--- src/rtl/logic_unit_acc.sv ---
// Bitwise logic unit with optional accumulator feedback, valid/ready handshake
// on both sides, registered result flags and an accepted-transaction counter.
module logic_unit_acc #(
    parameter int unsigned WIDTH = 16,
    parameter int unsigned CNT_W = 8
) (
    input  logic             clk,
    input  logic             rst,
    input  logic             in_valid,
    output logic             in_ready,
    input  logic [2:0]       op,
    input  logic             acc_mode,
    input  logic [WIDTH-1:0] A,
    input  logic [WIDTH-1:0] B,
    input  logic             clear,
    output logic             out_valid,
    input  logic             out_ready,
    output logic [WIDTH-1:0] Y,
    output logic             Z,
    output logic             N,
    output logic             P,
    output logic [CNT_W-1:0] count
);

    typedef enum logic [2:0] {
        OP_AND  = 3'b000,
        OP_OR   = 3'b001,
        OP_XOR  = 3'b010,
        OP_XNOR = 3'b011,
        OP_NAND = 3'b100,
        OP_NOR  = 3'b101,
        OP_NOTX = 3'b110,
        OP_PASS = 3'b111
    } op_e;

    logic [WIDTH-1:0] acc;
    logic [WIDTH-1:0] acc_eff;
    logic [WIDTH-1:0] x;
    logic [WIDTH-1:0] s;
    logic [WIDTH-1:0] result;
    logic             accept;

    assign in_ready = !out_valid || out_ready;
    assign accept   = in_valid && in_ready;

    // A same-edge clear makes the accumulate operation see zero.
    assign acc_eff = clear ? '0 : acc;

    always_comb begin
        x      = acc_mode ? acc_eff : A;
        s      = acc_mode ? A : B;
        result = '0;
        unique case (op_e'(op))
            OP_AND:  result = x & s;
            OP_OR:   result = x | s;
            OP_XOR:  result = x ^ s;
            OP_XNOR: result = ~(x ^ s);
            OP_NAND: result = ~(x & s);
            OP_NOR:  result = ~(x | s);
            OP_NOTX: result = ~x;
            OP_PASS: result = x;
        endcase
    end

    always_ff @(posedge clk or posedge rst) begin
        if (rst) begin
            acc <= '0;
        end else if (accept && acc_mode) begin
            acc <= result;
        end else if (clear) begin
            acc <= '0;
        end
    end

    always_ff @(posedge clk or posedge rst) begin
        if (rst) begin
            Y         <= '0;
            Z         <= 1'b1;
            N         <= 1'b0;
            P         <= 1'b0;
            out_valid <= 1'b0;
            count     <= '0;
        end else if (accept) begin
            Y         <= result;
            Z         <= (result == '0);
            N         <= result[WIDTH-1];
            P         <= ^result;
            out_valid <= 1'b1;
            count     <= count + 1'b1;
        end else if (out_ready) begin
            out_valid <= 1'b0;
        end
    end

endmodule

--- config.mk ---
export PLATFORM = sky130hd
export DESIGN_NAME = logic_unit_acc
export DESIGN_NICKNAME = d
export VERILOG_FILES = /design/src/rtl/logic_unit_acc.sv
export SDC_FILE = /design/constraint.sdc
export NUM_CORES = 1
export LEC_CHECK = 0
export ABC_CLOCK_PERIOD_IN_PS = 5800
export CAP_MARGIN = 40
export CORE_MARGIN = 5
export CORE_UTILIZATION = 35
export CTS_CLUSTER_DIAMETER = 40
export DETAILED_ROUTE_END_ITERATION = 8
export PLACE_DENSITY_LB_ADDON = 0.1
export SYNTH_ARGS = -nofsm -noshare
export SYNTH_HDL_FRONTEND = slang
export SYNTH_SLANG_ARGS = --single-unit
--- constraint.sdc ---
create_clock -name clk -period 5.8 [get_ports clk]
set_input_delay 0.58 -clock clk [delete_from_list [all_inputs] [get_ports clk]]
set_output_delay 0.58 -clock clk [all_outputs]
set_load 0.01 [all_outputs]
# ---- Yosys cells after proc, flatten, opt, wreduce, memory -nomap -nowiden
# Cells that the tools add are included.
dict set report word_totals {
  wordCells 37
  out_inout_bits 29
  latchBits 0
  inputBits 41
  ramBits 0
  mem_count 0
  register_bits 44
  mem_bits_ro 0
}
dict set report op_classes {
  muxes 7
  order_cmp 0
  n_bitwise 7
  reduce_logical 8
  multipliers 0
  div 0
  eq_ne 7
  n_addsub 1
  shifts 0
}
# cell count
set ops {}
lappend ops {{$pmux 16 s8} 1}
lappend ops {{$mux 16} 4}
lappend ops {{$not 16->16} 4}
lappend ops {{$and 16x16->16} 1}
lappend ops {{$logic_not 16->1} 1}
lappend ops {{$or 16x16->16} 1}
lappend ops {{$reduce_xor 16->1} 1}
lappend ops {{$xor 16x16->16} 1}
lappend ops {{$eq 3x3->1 const B} 4}
lappend ops {{$add 8x1->8 const B} 1}
lappend ops {{$eq 3x2->1 const B} 2}
lappend ops {{$eq 3x1->1 const B} 1}
lappend ops {{$logic_not 3->1} 1}
lappend ops {{$logic_and 1x1->1} 2}
lappend ops {{$mux 1} 2}
lappend ops {{$reduce_bool 2->1} 1}
lappend ops {{$logic_not 1->1} 1}
lappend ops {{$logic_or 1x1->1} 1}

# ---- Depth between registers and ports, before layout
# Gate-level depths: netlist of the first run.
dict set report depth {
  word_depth 6
  ltp_mapped 16
  ltp_nobuf 13
}

# ---- Worst setup path before layout of the first run
# OpenSTA, ideal clock, no wires.
dict set report synth_timing {
  kind {input to register}
  startpoint {in acc_mode}
  endpoint {reg P}
  setup_slack_ns 2.444
  t_arrival_ns 3.220
  n_path_buf 3
  setup_ns 0.136
  stages 15
  required_time_ns 5.664
  cell_sequence {buf_2 buf_4 buf_2 mux2_2 inv_1 ha_1 nor3b_1 o21ai_1 a311oi_2 or2_1 ha_1 xnor2_1 xnor2_1 xnor2_1 o21ai_0}
}
dict set report synth_via {
  elab_chain_cells 5
  elab_cells_between_ends 11
  cone_classes {mux: 3; bitwise: 7; reduce/logical: 1}
}
# item line_no
set synth_lines {}
lappend synth_lines {{start: declaration} 12} ;# input logic acc_mode,
lappend synth_lines {{$mux 16, on equally long branches} {50, 51}}
lappend synth_lines {{$or 16x16->16, or another cell as far along} {55, 59}}
lappend synth_lines {{$not 16->16, on equally long branches} {59, 57, 58}}
lappend synth_lines {{$pmux 16 s8 (*)} 53} ;# unique case (op_e'(op))
lappend synth_lines {{$reduce_xor 16->1 (*)} 87} ;# P <= ^result;
lappend synth_lines {{end signal: assignment} 87}
lappend synth_lines {{end: declaration} 21} ;# output logic P,
# Mark *: on every way between the ends. The rest lies on a longest branch, timed or not.
# A chain may end at the register's enable or synchronous reset.

# ---- Final worst setup path of the first run
dict set report layout_timing {
  startpoint {in clear}
  endpoint {reg P}
}
dict set report layout_via {
  elab_chain_cells 6
  elab_cells_between_ends 11
  cone_classes {mux: 3; bitwise: 7; reduce/logical: 1}
}
# item line_no
set layout_lines {}
lappend layout_lines {{start: declaration} 15} ;# input logic clear,
lappend layout_lines {{$mux 16 (*)} --}
lappend layout_lines {{$mux 16 (*)} 50} ;# x = acc_mode ? acc_eff : A;
lappend layout_lines {{$or 16x16->16, or another cell as far along} {55, 59}}
lappend layout_lines {{$not 16->16, on equally long branches} {59, 57, 58}}
lappend layout_lines {{$pmux 16 s8 (*)} 53}
lappend layout_lines {{$reduce_xor 16->1 (*)} 87}
# Marks and branches as above.

==> results of run 1 <==
[layout make-up]
| cell class | instances | area, sq um |
|---|---|---|
| clock buffer | 6 | 129 |
| clock inverter | 2 | 12.5 |
| fill | 1500 | 8950 |
| inverter | 33 | 124 |
| multi-input combinational | 513 | 3750 |
| sequential | 43 | 1080 |
| tap | 188 | 235 |
| timing repair buffer | 77 | 751 |
[cell usage after synthesis, types with 2 or more instances]
cell / instances / area, sq um
nand4_1: 4 / 25.0
a21o_1: 32 / 240
a21oi_2: 16 / 140
or2_1: 16 / 100
nor3b_2: 13 / 163
mux2_2: 16 / 180
nor2b_1: 76 / 475
ha_1: 41 / 513
dfrtp_1: 42 / 1050
nand3b_1: 16 / 120
a311oi_1: 4 / 35.0
nor3_1: 2 / 10.0
nor2b_4: 4 / 55.1
buf_6: 18 / 203
nand3_1: 2 / 10.0
xor2_1: 3 / 26.3
xnor2_1: 11 / 96.3
buf_2: 18 / 90.1
buf_4: 5 / 37.5
nor3b_1: 19 / 143
o21ai_0: 19 / 95.1
o31ai_2: 6 / 75.1
nand2_1: 74 / 278
inv_1: 33 / 124
or3_1: 16 / 100
a21oi_1: 32 / 160
clkbuf_1: 8 / 30.0
o31ai_1: 27 / 203
o21ai_1: 14 / 70.1
nand2b_1: 34 / 213
a311oi_2: 12 / 180
[flip-flops by register name, indices dropped and copies added, names as in the netlist]
| signal | flops |
|---|---|
| P | 1 |
| count | 8 |
| acc | 16 |
| Y | 16 |
| out_valid | 1 |
| Z | 1 |
[report_power, final]
part	internal (mW)	switching (mW)	total, mW
registers	0.358	0.0558	0.414
logic	0.303	0.283	0.587
clock network	0.159	0.121	0.280
[kinds of logic after synthesis]
family,after synthesis,synth area share [%]
simple gates,280,32.6
compound gates,162,22.6
buf+inv,83,9.19
flops,43,20.3
fa+ha+maj,41,9.66
mux,16,3.39
xor+xnor,14,2.31
[through the flow]
step | instances | power, mW | utilization, %
final | 862 | 1.28 | 40.4
after global routing | 862 | 1.38 | 40.4
after CTS | 862 | 1.30 | 40.4
after detailed placement | 854 | 1.01 | 39.5
after global placement | 852 | 1.00 | 39.3
after floorplan | 639 | 0.805 | -
[metal layers]
layer,vias to the layer above,GRT usage [%]
met5,-,0
met4,0,2.86
met3,10,2.11
met2,86,24.5
met1,2158,21.3
li1,2280,-
[cells in the final DEF (no fill, tap or decap), types with 2 or more instances in the layout]
master and n:
nor3b_1 19, nand2_1 73, clkdlybuf4s50_1 65, nor2b_4 4, o31ai_2 6, inv_1 32, buf_2 4, nand3b_1 16
nor3_1 2, a21oi_2 16, nor2b_1 76, nor3b_2 13, or3_1 16, xor2_1 3, a21o_1 32, nand4_1 4
ha_1 41, mux2_2 16, clkbuf_16 5, xnor2_1 11, o21ai_0 19, or2_1 16, a21oi_1 32, dfrtp_1 42
o31ai_1 27, a311oi_1 4, a311oi_2 12, o21ai_1 14, buf_4 6, nand2b_1 34
[worst register-to-register path, stage by stage, from the launching register on]
cell	delay, ns
dfrtp_1	0.38
nor2b_1	0.15
a21oi_1	0.20
inv_1	0.07
ha_1	0.28
nand2b_1	0.14
a21o_1	0.20
a311oi_1	0.39
or2_1	0.18
ha_1	0.24
xnor2_1	0.20
xnor2_1	0.17
xnor2_1	0.13
o21ai_0	0.08
[worst paths after layout]
path	endpoint	slack [ns]	cells after the start	from
min in group asynchronous	Y[12]	0.76	3	rst
min reg2reg	count[7]	0.47	1	count[7]
min	count[7]	0.47	1	count[7]
max	P	1.85	15	clear
max reg2reg	P	2.84	13	acc[1]
max in group asynchronous	Y[3]	4.64	3	rst
==> results by group, run 1 <==
Job
  – Max cap viols: 0

Global routing
  – Largest net degree at the start of global routing: 49
  – GRT Resource Usage Total: 15.0%
  – First-pass GRT wire length: 22.2 mm
  – Initial antenna violation count: 0
  – Vias in the first global route: 4335
  – GRT overflow: 0

Die
  – Core ar.: 15000 sq um
  – Initial Utilization: 35.3%
  – DIE HEIGHT: 133 um
  – # IOs: 70
  – Num rows: 45
  – Die area: 17700 sq um
  – Die W: 133 um

Timing
  – Rel. slew slack: 46.0%
  – Max Transition Viols Final: 0
  – Min Tclk post-route: 3.95 ns
  – F_max: 253 MHz
  – Tightest Pin Transition: 0.807 ns
  – Final Setup Violations: 0
  – Final period util: 68.1%
  – Final TNS setup: 0 ns
  – Fin worst setup slack: 1.85 ns
  – Hold Worst Slack: 0.467 ns
  – Final Hold Fails: 0
  – Max Clock Skew: 0.00773 ns
  – RSZ-0062 raised after global routing: no

Detailed routing
  – ANT nets after route: 0
  – Highest metal used: met4
  – DRT Pass-1 Iters: 5
  – Routed met1 length: 6.78 mm
  – Met3 routed wirelength: 465 um
  – Vias per inst: 5.26
  – Routed WL: 13.5 mm
  – 1st-iter DRT viols: 225
  – DR WL met2: 6.10 mm
  – DRC viols: 0
  – Routed WL per cell: 15.6 um
  – Via count: 4534

Worst setup path
  – Worst Path Required: 5.93 ns
  – Max stage delay on crit path: 0.91 ns
  – Top cell family by delay on the critical path: buffers and inverters
  – Crit path buf inv count: 3
  – Critical-path top delay cell: clkdlybuf4s50_1
  – WP data arrival: 4.08 ns
  – Element type at the critical path start: primary input
  – CP cell instances: clkdlybuf4s50_1 -> buf_8 -> nor2b_1 -> a21oi_1 -> inv_1 -> ha_1 -> nand2b_1 -> a21o_1 -> a311oi_1 -> or2_1 -> ha_1 -> xnor2_1 -> xnor2_1 -> xnor2_1 -> o21ai_0
  – CP Capture Type: register
  – Crit path max fanout: 17
  – Setup CP Type: in2reg
  – CP most frequent cell: xnor2_1

Logic synthesis
  – Post-synth ARST share: 100%
  – Sequential-to-total area share from yosys stat: 20.3%
  – Most used DFF post-synth: dfrtp_1
  – Unique masters post-synth: 37
  – FF+latch count, synth: 43
  – Syn_nets: 721
  – Syn Area/Cell: 8.31 sq um
  – Post-synth EDFFs: 0
  – Number of synthesis warnings: 0
  – Post-synthesis cell count: 639
  – Post-synth design cell area: 5310 sq um

Pwr
  – Leakage: 2.52 nW
  – P per Cell Area: 211 nW/um^2
  – Peak VDD IR: 0.0989 mV

Finish
  – Area delta synth->final: 14.5%
  – Fin area: 6080 sq um
  – Fin nets: 755
  – Antenna diodes: 0
  – Share of layout cells above drive strength 1: 13.5%

Clocking
  – Post-CTS Resized: 0
  – Post-CTS Setup Bufs: 0
  – CTS Root Cell: clkbuf_16
  – TritonCTS Buffers: 5
  – CTS tree: done
  – CTS Hold Bufs: 0
  – Later-pin clock latency in the skew report: 0.28 ns
  – Clock sink total: 43
  – CTS H-Tree Depth: 2
  – Maximum root-to-sink buffer count: 2
  – Clock transition at the registers of the reported paths: 0.07 ns

Placement
  – Setup WS pre-CTS: 1.54 ns
  – Placer congestion estimate: 0.774
  – Number of port buffers: 69
  – Post-DP HPWL: 9.80 mm
  – Placed cell area: 5940 sq um

Hold path
  – Hold Path Class: reg2reg

Run status
  – Status: completed
Note: power is estimated with default switching activity, not from simulation.
==> run 2, diff against run 1 <==
--- a/config.mk
+++ b/config.mk
@@ -5,7 +5,7 @@
 export SDC_FILE = /design/constraint.sdc
 export NUM_CORES = 1
 export LEC_CHECK = 0
-export ABC_CLOCK_PERIOD_IN_PS = 5800
+export ABC_CLOCK_PERIOD_IN_PS = 3250
 export CAP_MARGIN = 40
 export CORE_MARGIN = 5
 export CORE_UTILIZATION = 35
==> constraint.sdc (replaced) <==
create_clock -name clk -period 3.25 [get_ports clk]
set_input_delay 0.325 -clock clk [delete_from_list [all_inputs] [get_ports clk]]
set_output_delay 0.325 -clock clk [all_outputs]
set_load 0.01 [all_outputs]
==> results by group, run 2 (same netlist as run 1, synthesis figures left out) <==
Global routing
  – Vias in the first global route: 4500
  – First-pass GRT wire length: 22.8 mm
  – Largest net degree at the start of global routing: 64
  – Initial antenna violation count: 0
  – GRT Resource Usage Total: 15.6%
  – GRT overflow: 0

Die
  – Initial Utilization: 35.3%
  – Die area: 17700 sq um
  – Core ar.: 15000 sq um
  – # IOs: 70
  – Num rows: 45
  – DIE HEIGHT: 133 um
  – Die W: 133 um

Finish
  – Final core utilization: 43.4%
  – Fin area: 6530 sq um
  – Filler cells: 1469
  – Largest regs: Y: 16 flops, acc: 16 flops, count: 8 flops
  – Most frequent cells in the layout: nor2b_1 (76), nand2_1 (74), clkdlybuf4s50_1 (64)
  – Share of layout cells above drive strength 1: 19.4%
  – Area delta synth->final: 23.0%
  – Fin nets: 796
  – Antenna diodes: 0
  – Commonest non-fill, non-tap cell in the layout: nor2b_1

Job
  – Max cap viols: 0

Worst setup path
  – Worst Setup SP: A[7]
  – Setup CP Type: in2reg
  – Worst Path Required: 3.40 ns
  – CP Capture Type: register
  – CP cell instances: clkdlybuf4s50_1 -> nor2b_1 -> a21oi_1 -> inv_1 -> ha_1 -> nand2b_1 -> a21o_1 -> a311oi_2 -> or2_1 -> ha_1 -> xnor2_1 -> xnor2_1 -> xnor2_1 -> o21ai_0
  – Crit path max fanout: 3
  – Levels on crit path: 14
  – Worst reg-to-reg setup slack: 0.48 ns
  – Crit path buf inv count: 2
  – CP most frequent cell: xnor2_1
  – Reg2reg path depth: 13
  – Max stage delay on crit path: 0.48 ns
  – End point of the critical path: P
  – Top cell family by delay on the critical path: compound AO/OA/AOI/OAI gates
  – WP data arrival: 3.07 ns
  – Element type at the critical path start: primary input
  – R2R Path Start: acc[1]
  – R2R Path End: P
  – Critical-path top delay cell: clkdlybuf4s50_1

Placement
  – Placed cell area: 6290 sq um
  – Placer congestion estimate: 0.773
  – Post-DP HPWL: 10.1 mm
  – Number of port buffers: 69

Clocking
  – CTS H-Tree Depth: 2
  – Clock sink total: 43
  – TritonCTS Buffers: 5
  – Post-CTS Setup Bufs: 0
  – CTS tree: done
  – Post-CTS Resized: 0
  – Clock transition at the registers of the reported paths: 0.06 ns
  – Later-pin clock latency in the skew report: 0.29 ns
  – CTS Hold Bufs: 0
  – CTS Root Cell: clkbuf_16
  – Maximum root-to-sink buffer count: 2

Pwr
  – Peak VDD IR: 0.253 mV
  – P per Cell Area: 381 nW/um^2
  – Leakage: 2.79 nW

Detailed routing
  – Via count: 4676
  – ANT nets after route: 0
  – DRT Pass-1 Iters: 4
  – Routed WL: 14.2 mm
  – 1st-iter DRT viols: 201
  – Routed WL per cell: 15.7 um
  – DRC viols: 0
  – Vias per inst: 5.18

Timing
  – RSZ-0062 raised after global routing: no
  – Final Setup Violations: 0
  – Max Transition Viols Final: 0
  – Rel. slew slack: 60.8%
  – Max Clock Skew: 0.00610 ns
  – Final TNS setup: 0 ns
  – Final period util: 89.8%
  – Final Hold Fails: 0
  – Min Tclk post-route: 2.92 ns
  – Tightest Pin Transition: 0.588 ns
  – F_max: 343 MHz

Run status
  – Status: completed

Hold path
  – Hold Path Class: reg2reg
-- run 2: cell count changes in the layout (fill, tap and decap cells not counted), moves of 2 or more --
cell	change
buf_4	+36
buf_12	+5
a311oi_1	-3
a311oi_2	+3
nor3b_1	-3
nor3b_2	+3
a21oi_1	-2
a21oi_2	+2
-- run 2: cell type report --
class / count / area (sq um) / share of cell area (%)
clock buffer: 6 / 139 / 2.13
clock inverter: 2 / 35.0 / 0.537
timing repair buffer: 118 / 1130 / 17.4
tap: 188 / 235 / 3.60
inverter: 33 / 124 / 1.90
sequential: 43 / 1080 / 16.5
multi-input combinational: 513 / 3780 / 58.0
-- run 2: per-layer routing --
layer / vias to the layer above / track usage [%] / wire length, um
li1: 2354 / - / -
met1: 2233 / 21.9 / 7070
met3: 8 / 2.23 / 517
met2: 81 / 26.0 / 6500
met5: - / 0 / 0
met4: 0 / 2.69 / 117
-- run 2: report_power, final --
| part | total (mW) | internal (mW) | switching (mW) | leakage (nW) |
|---|---|---|---|---|
| sequential | 0.738 | 0.639 | 0.0995 | 0.542 |
| combinational | 1.14 | 0.613 | 0.527 | 2.16 |
| clock | 0.606 | 0.383 | 0.223 | 0.0868 |
-- run 2: metrics by stage --
| step | hold WS, ns | instances | power (mW) | setup slack (ns) |
|---|---|---|---|---|
| floorplan | 0.433 | 639 | 1.44 | 0.149 |
| global placement | 0.456 | 894 | 1.87 | -0.196 |
| finish | 0.470 | 903 | 2.48 | 0.331 |
| global route | 0.497 | 903 | 2.66 | 0.114 |
| CTS | 0.481 | 902 | 2.51 | 0.0820 |
| detailed placement | 0.473 | 894 | 1.89 | -0.203 |
-- run 2: worst min path at each step --
stage | start | end | slack, ns | depth (start not counted)
2_1_floorplan | in_valid | out_valid | 0.43 | 1
3_3_place_gp | count[7] | count[7] | 0.46 | 1
3_5_place_dp | count[7] | count[7] | 0.47 | 1
4_1_cts | count[7] | count[7] | 0.48 | 1
5_1_grt | count[7] | count[7] | 0.50 | 1
6_report | count[7] | count[7] | 0.47 | 1
